[config.mk]
export PLATFORM = sky130hd
export DESIGN_NAME = handshake_dst_buffer
export DESIGN_NICKNAME = d
export VERILOG_FILES = /design/src/rtl/handshake_dst_buffer.sv
export SDC_FILE = /design/constraint.sdc
export NUM_CORES = 1
export LEC_CHECK = 0
export CORE_UTILIZATION = 50
export DETAILED_ROUTE_END_ITERATION = 16
export PLACE_DENSITY = 0.75
export RECOVER_POWER = 25
export SLEW_MARGIN = 15
export SYNTH_ARGS = -nofsm -noshare
export SYNTH_HDL_FRONTEND = slang
export SYNTH_SLANG_ARGS = --single-unit
[constraint.sdc]
create_clock -name clk -period 2.3 [get_ports clk]
set_clock_uncertainty 0.2 [all_clocks]
set_input_delay 0.46 -clock clk [delete_from_list [all_inputs] [get_ports clk]]
set_output_delay 0.46 -clock clk [all_outputs]
set_load 0.005 [all_outputs]
[src/rtl/handshake_dst_buffer.sv]
// handshake_dst_buffer: CDC destination FIFO with busy backpressure, valid/ready output and frame counting
module handshake_dst_buffer #(
    parameter int WIDTH     = 32,
    parameter int DEPTH     = 4,
    parameter int FRAME_LEN = 128
) (
    input  logic                       clk,
    input  logic                       rst_n,
    input  logic                       in_valid,
    input  logic [WIDTH-1:0]           in_data,
    output logic                       in_busy,
    output logic                       out_valid,
    output logic [WIDTH-1:0]           out_data,
    input  logic                       out_ready,
    output logic                       frame_done,
    output logic [$clog2(DEPTH):0]     level,
    output logic                       ovf_err
);
    localparam int AW = $clog2(DEPTH);
    localparam int LW = AW + 1;
    localparam int FW = $clog2(FRAME_LEN);

    logic [WIDTH-1:0] mem_q [DEPTH];
    logic [WIDTH-1:0] mem_d [DEPTH];
    logic [AW-1:0]    wr_q, wr_d, rd_q, rd_d;
    logic [LW-1:0]    level_q, level_d;
    logic [FW-1:0]    fcnt_q, fcnt_d;
    logic             fdone_q, fdone_d, ovf_q, ovf_d;
    logic             push, pop, last;

    always_comb begin
        pop     = (level_q != '0) && out_ready;
        push    = in_valid && (level_q < LW'(DEPTH) || pop);
        last    = pop && (fcnt_q == FW'(FRAME_LEN - 1));
        mem_d   = mem_q;
        if (push) mem_d[wr_q] = in_data;
        wr_d    = push ? wr_q + 1'b1 : wr_q;
        rd_d    = pop ? rd_q + 1'b1 : rd_q;
        level_d = level_q + LW'(push) - LW'(pop);
        fcnt_d  = last ? '0 : (pop ? fcnt_q + 1'b1 : fcnt_q);
        fdone_d = last;
        // a pulse that finds no free slot is lost; flag it until reset
        ovf_d   = ovf_q | (in_valid & ~push);
    end

    always_ff @(posedge clk or negedge rst_n) begin
        if (!rst_n) begin
            for (int i = 0; i < DEPTH; i++) mem_q[i] <= '0;
            wr_q    <= '0;
            rd_q    <= '0;
            level_q <= '0;
            fcnt_q  <= '0;
            fdone_q <= 1'b0;
            ovf_q   <= 1'b0;
        end else begin
            mem_q   <= mem_d;
            wr_q    <= wr_d;
            rd_q    <= rd_d;
            level_q <= level_d;
            fcnt_q  <= fcnt_d;
            fdone_q <= fdone_d;
            ovf_q   <= ovf_d;
        end
    end

    assign in_busy    = (level_q == LW'(DEPTH));
    assign out_valid  = (level_q != '0);
    assign out_data   = mem_q[rd_q];
    assign frame_done = fdone_q;
    assign level      = level_q;
    assign ovf_err    = ovf_q;
endmodule

# Yosys cells after proc, flatten, opt, wreduce, memory -nomap -nowiden
# Index checks and enable logic that the tools add are counted.
# op_classes
add_sub_neg	5
n_mul	0
div	0
n_lt_le_gt_ge	4
eq_ne	2
shift	0
muxes	8
bitwise	5
reduce_logical	7
# ops
op	n
128-bit bitwise mux	1
32-bit 2-to-1 mux	3
32-bit binary-select mux with 2-bit select	1
32-bit demux with 2-bit select	1
7-bit 2-to-1 mux	2
7-bit by 1-bit adder with 7-bit output, second input constant	1
7-bit == test, second input constant	1
3-bit >= comparator, second input constant	2
2-bit inverter with 3-bit output	2
2-bit by 1-bit adder with 2-bit output, second input constant	2
1-bit logical AND	4
3-bit by 1-bit adder with 3-bit output	1
3-bit == test, second input constant	1
3-bit by 1-bit < comparator with 1-bit output, second input constant	1
3-bit < comparator, second input constant	1
3-bit nonzero test	1
3-bit by 1-bit subtractor with 3-bit output	1
2-bit nonzero test	1
1-bit bitwise AND	1
1-bit logical OR	1
1-bit inverter	1
1-bit bitwise OR	1
# totals
reg_bits	144
latch_bits	0
ram_bits	0
rom_bits	0
word_cells	41
mem_count	0

# Logic depth before layout (Yosys ltp)
# depth
ltp_word	7
mapped_depth	9
mapped_depth_nobuf	9

# Worst setup path before layout
# OpenSTA, ideal clock, no wires.
# synth_path
path_kind	reg2reg
start	reg level_q[2], in the netlist level[2]
end	reg level_q[2], in the netlist level[2]
setup_time_ns	0.130
arrival_time_ns	2.091
slack_ns	-0.122
path_stages_with_launch	10
path_cell_list	dfrtp_1 > o31ai_4 > inv_1 > ha_1 > inv_1 > ha_1 > inv_1 > fa_1 > xnor2_1 > xnor2_1
# synth_via
elab_chain_len	6
word_cells_on_any_way	7
classes_between	add/sub (2); order compare (1); reduce/logical (4)
# synth_lines
element	line_no	source
from (decl)	26	logic [LW-1:0] level_q, level_d;
from (signal assigned)	59	level_q <= level_d;
3-bit nonzero test (*)	32	pop = (level_q != '0) && out_ready;
1-bit logical AND (*)	32	
named net pop	29	logic push, pop, last;
1-bit logical OR	33	push = in_valid && (level_q < LW'(DEPTH) || pop);
1-bit logical AND	33	
3-bit by 1-bit adder with 3-bit output	39	level_d = level_q + LW'(push) - LW'(pop);
3-bit by 1-bit subtractor with 3-bit output (*)	39	
named net level_d[2]	26	
# The timed path passes the listed nets; every way through them passes the cells marked *.
# A chain may end at the register's enable or synchronous reset.

# Worst setup path after layout
# layout_path
start	reg rd_q[0]
end	out out_data[15]
# layout_via
elab_chain_len	4
# layout_lines
element	line_no	source
from (decl)	25	logic [AW-1:0] wr_q, wr_d, rd_q, rd_d;
from (signal assigned)	58	rd_q <= rd_d;
2-bit inverter with 3-bit output (not written as such)	68	assign out_data = mem_q[rd_q];
32-bit binary-select mux with 2-bit select	68	
32-bit 2-to-1 mux (not written as such) (2 in series)	68	
to (decl)	13	output logic [WIDTH-1:0] out_data,
# Every way passes these cells. The select of a mux whose other input is x is not followed.

==> impl_metrics.xml <==
<?xml version="1.0" encoding="UTF-8"?>
<metrics>
  <group name="detailed_routing">
    <metric name="first_pass_iters" unit="">4</metric>
    <metric name="initialDrtViolationCount" unit="">149</metric>
    <metric name="totalWireLength" unit="mm">12.42</metric>
    <metric name="via_per_inst" unit="">5.394</metric>
    <metric name="drt_drc_violations_left" unit="">0</metric>
    <metric name="wl_per_cell" unit="um">18.62</metric>
    <metric name="total_via_count_in_the_routed_design" unit="">3598</metric>
    <metric name="antenna_nets_post_route" unit="">0</metric>
  </group>
  <group name="worst_setup_path">
    <metric name="crit_path_start_kind" unit="">flop</metric>
    <metric name="timing.critical_path.required" unit="ns">1.64</metric>
    <metric name="critPathMaxFanout" unit="">8</metric>
    <metric name="cp_slowest_stage_delay" unit="ns">0.55</metric>
    <metric name="crit_slowest_cell" unit="">sky130_fd_sc_hd__mux4_2</metric>
    <metric name="critical-path-top-delay-family" unit="">multiplexers</metric>
    <metric name="critical_path.n_buffers_inverters" unit="">2</metric>
    <metric name="timing.critical_path.to_type" unit="">primary output</metric>
    <metric name="regToRegStartpoint" unit="">level[2]</metric>
    <metric name="crit_path_cell_trace" unit="">buf_8 &gt; mux4_2 &gt; buf_2</metric>
    <metric name="timing.reg2reg.worst_path_depth" unit="">10</metric>
    <metric name="worst_ep_arrival_time" unit="ns">1.75</metric>
    <metric name="setup_slack_of_the_most_critical_reg_to_reg_path" unit="ns">0.03</metric>
    <metric name="crit_type" unit="">reg -&gt; out</metric>
    <metric name="critical_path.reg2reg.endpoint" unit="">level[2]</metric>
  </group>
  <group name="power">
    <metric name="static-leakage-power" unit="nW">3.510</metric>
    <metric name="power.share.sequential" unit="%">36.0</metric>
    <metric name="cellInternalPower" unit="mW">9.024</metric>
    <metric name="combinationalPowerShare" unit="%">38.4</metric>
    <metric name="fin_total_pwr" unit="mW">12.54</metric>
    <metric name="clock_power_share" unit="%">25.7</metric>
    <metric name="power.share.switching" unit="%">28.06</metric>
    <metric name="power.density_cell_area" unit="nW/um^2">1541</metric>
    <metric name="power.ir.vdd_worst" unit="mV">0.8111</metric>
    <metric name="total_switching_power" unit="mW">3.521</metric>
  </group>
  <group name="die">
    <metric name="floorplan.core_area" unit="um^2">12160</metric>
    <metric name="start_util" unit="%">51.75</metric>
    <metric name="rows" unit="">40</metric>
    <metric name="die_extent_in_x" unit="um">114.2</metric>
    <metric name="die-height" unit="um">114.2</metric>
    <metric name="dieArea" unit="um^2">13040</metric>
    <metric name="ios" unit="">75</metric>
  </group>
  <group name="timing">
    <metric name="drv_slew" unit="">0</metric>
    <metric name="layout_setup_ws" unit="ns">-0.1092</metric>
    <metric name="fmax" unit="GHz">0.4151</metric>
    <metric name="setup_total_negative_slack" unit="ns">-2.108</metric>
    <metric name="grt_setup_unrepaired" unit="">true</metric>
    <metric name="min_period_over_period" unit="%">104.7</metric>
    <metric name="slew_headroom" unit="%">11.63</metric>
    <metric name="timing.final.setup_violations" unit="">32</metric>
    <metric name="worst_slew_pin_slew" unit="ns">1.326</metric>
    <metric name="hold_violations" unit="">0</metric>
    <metric name="finalWorstPathRequiredPeriod" unit="ns">2.409</metric>
  </group>
  <group name="placement">
    <metric name="dp_slack" unit="ns">-0.3177</metric>
    <metric name="post-dp-hpwl" unit="mm">7.843</metric>
    <metric name="portBuffers" unit="">74</metric>
    <metric name="place_area" unit="um^2">7520</metric>
    <metric name="gpl.final_weighted_congestion" unit="">0.7528</metric>
  </group>
  <group name="clock_network">
    <metric name="root_buffer" unit="">sky130_fd_sc_hd__clkbuf_16</metric>
    <metric name="htreeDepth" unit="">4</metric>
    <metric name="clk_latency" unit="ns">0.41</metric>
    <metric name="clk_pin_slew_worst_paths" unit="ns">0.06</metric>
    <metric name="clock_sink_total" unit="">144</metric>
    <metric name="cts-buffers-inserted" unit="">17</metric>
    <metric name="clk_path_buf_depth" unit="">2</metric>
    <metric name="cts_tree" unit="">done</metric>
  </group>
  <group name="grt">
    <metric name="first_pass_grt_wire_length" unit="mm">20.73</metric>
    <metric name="groute.usage.overall" unit="%">21.52</metric>
    <metric name="number_of_global_route_vias_before_repair" unit="">4014</metric>
    <metric name="grt_start_max_net_pins" unit="">59</metric>
    <metric name="initial_antenna_violation_count" unit="">0</metric>
    <metric name="grt_remaining_overflow" unit="">0</metric>
  </group>
  <group name="hold_path">
    <metric name="worst_hold_path_type" unit="">reg -&gt; reg</metric>
    <metric name="hold_path_cells" unit="">1</metric>
    <metric name="worst_min_path_start" unit="">fcnt_q[6]</metric>
    <metric name="whs_endpoint" unit="">fcnt_q[6]</metric>
  </group>
  <group name="synth">
    <metric name="synthTopCellsByArea" unit="">sky130_fd_sc_hd__dfrtp_1, sky130_fd_sc_hd__mux2_2, sky130_fd_sc_hd__mux4_2</metric>
    <metric name="yosys.area_share.xor_xnor" unit="%">1.113</metric>
    <metric name="synth_edf_count" unit="">0</metric>
    <metric name="ys.flop_type" unit="">sky130_fd_sc_hd__dfrtp_1</metric>
    <metric name="muxShareOfSynthArea" unit="%">34.53</metric>
    <metric name="synth-warning-count" unit="">0</metric>
    <metric name="synth.distinct_cells" unit="">26</metric>
    <metric name="ys_ff_latch" unit="">144</metric>
    <metric name="yosys.cell_count.top_type" unit="">sky130_fd_sc_hd__dfrtp_1</metric>
    <metric name="netlist.top_cell.by_area" unit="">sky130_fd_sc_hd__dfrtp_1</metric>
    <metric name="mappedNetlistArea" unit="um^2">6294</metric>
    <metric name="synth-compound-area-share" unit="%">1.034</metric>
    <metric name="synth.net_count" unit="">424</metric>
    <metric name="synth-adder-area-share" unit="%">1.710</metric>
    <metric name="synth_top_family_by_area" unit="">multiplexers</metric>
    <metric name="share_of_the_synthesized_area_in_the_top_cell_type" unit="%">57.26</metric>
    <metric name="seq_area_frac_synth" unit="%">57.26</metric>
    <metric name="synthArstFlopShare" unit="%">100.0</metric>
    <metric name="post_synth_most_frequent_cells" unit="">sky130_fd_sc_hd__dfrtp_1, sky130_fd_sc_hd__mux2_2, sky130_fd_sc_hd__mux4_2, sky130_fd_sc_hd__buf_2</metric>
    <metric name="simple_gate_area_share_of_the_yosys_netlist" unit="%">2.286</metric>
    <metric name="average_cell_area_after_synthesis" unit="um^2">16.56</metric>
    <metric name="synthesized_instance_count" unit="">380</metric>
  </group>
  <group name="layout">
    <metric name="antennaDiodeCount" unit="">0</metric>
    <metric name="fin_area" unit="um^2">8142</metric>
    <metric name="fin_nets" unit="">530</metric>
    <metric name="drive_above_1_share" unit="%">53.31</metric>
    <metric name="flow.area_growth_from_synthesis" unit="%">29.36</metric>
    <metric name="final_util" unit="%">66.94</metric>
  </group>
  <group name="outcome">
    <metric name="run_status" unit="">finished with violations</metric>
    <metric name="failed_checks" unit="">negative setup slack</metric>
  </group>
  <group name="flow_run">
    <metric name="timing.max_cap.violations" unit="">0</metric>
  </group>
</metrics>
[through the flow]
stage | std cells | hold slack (ns)
2_1_floorplan | 380 | -0.03559
3_3_place_gp | 627 | 0.2633
3_5_place_dp | 627 | 0.2722
4_1_cts | 669 | 0.2823
5_1_grt | 667 | 0.3108
6_report | 667 | 0.2785
[cell type report]
type	instances	area, um^2
Inverter	9	33.78
Tap cell	168	210.2
Multi-Input combinational cell	207	2595
Clock inverter	14	260.3
Clock buffer	18	439.2
Sequential cell	144	3610
Timing Repair Buffer	107	993.5
Fill cell	831	4020
[sequential cells by signal, summed over array words and instances (netlist names)]
signal      cells
wr_q            2
ovf_err         1
mem_q         128
level           3
frame_done      1
rd_q            2
fcnt_q          7
[power by group through the flow]
stage / sequential [mW] / clock (mW) / combinational (mW)
3_3_place_gp: 4.43 / 0 / 5.14
6_report: 4.51 / 3.22 / 4.81
5_1_grt: 4.67 / 3.40 / 5.21
3_5_place_dp: 4.54 / 0 / 5.26
4_1_cts: 4.50 / 3.27 / 5.01
2_1_floorplan: 4.30 / 0 / 3.09
[worst max path at each step]
stage                          from      endpoint  slack [ns]  depth (start not counted)
after global routing        rd_q[0]  out_data[15]       -0.17                          3
after global placement    out_ready      level[2]       -0.27                         10
after detailed placement  out_ready      level[2]       -0.32                         10
after CTS                   rd_q[0]  out_data[15]       -0.16                          4
after floorplan            level[1]      level[2]      -0.002                          9
final                       rd_q[0]  out_data[15]       -0.11                          3
[routing by layer]
layer / track usage [%] / part of all wire, %
met1: 27.69 / 45
met4: 8.052 / 1.2
met2: 35.56 / 50
met5: 0 / 0
met3: 5.241 / 3.7
[cells by family after synthesis]
| kind of cell | count (synthesis) |
|---|---|
| xor+xnor | 8 |
| buf+inv | 29 |
| mux | 161 |
| flops | 144 |
| compound gates | 8 |
| simple gates | 22 |
| fa+ha+maj | 8 |
[what timing repair did]
action	4_1_cts	5_1_grt
gates resized for setup	140	11
hold buffers	1	0
setup buffers	7	3
setup endpoints to repair	34	34
gates cloned	2	0
endpoints found under the hold margin	55	0
pin swaps	0	4
[cell usage in the layout (no fill, tap or decap), types with 2 or more instances in the layout]
cell / n
sky130_fd_sc_hd__a21oi_1: 2
sky130_fd_sc_hd__buf_12: 11
sky130_fd_sc_hd__buf_2: 31
sky130_fd_sc_hd__buf_4: 13
sky130_fd_sc_hd__buf_6: 7
sky130_fd_sc_hd__bufinv_16: 7
sky130_fd_sc_hd__clkbuf_1: 2
sky130_fd_sc_hd__clkbuf_16: 17
sky130_fd_sc_hd__clkdlybuf4s50_1: 39
sky130_fd_sc_hd__clkinv_2: 2
sky130_fd_sc_hd__clkinvlp_4: 3
sky130_fd_sc_hd__dfrtp_1: 139
sky130_fd_sc_hd__dfrtp_2: 5
sky130_fd_sc_hd__ha_1: 5
sky130_fd_sc_hd__ha_4: 2
sky130_fd_sc_hd__inv_1: 6
sky130_fd_sc_hd__inv_2: 3
sky130_fd_sc_hd__mux2_1: 9
sky130_fd_sc_hd__mux2_2: 120
sky130_fd_sc_hd__mux4_2: 32
sky130_fd_sc_hd__nand2_1: 7
sky130_fd_sc_hd__nand3_1: 2
sky130_fd_sc_hd__nand3_2: 4
sky130_fd_sc_hd__o21ai_0: 2
sky130_fd_sc_hd__or3_1: 3
sky130_fd_sc_hd__xnor2_1: 7
Power figures use the tool's default switching activity.
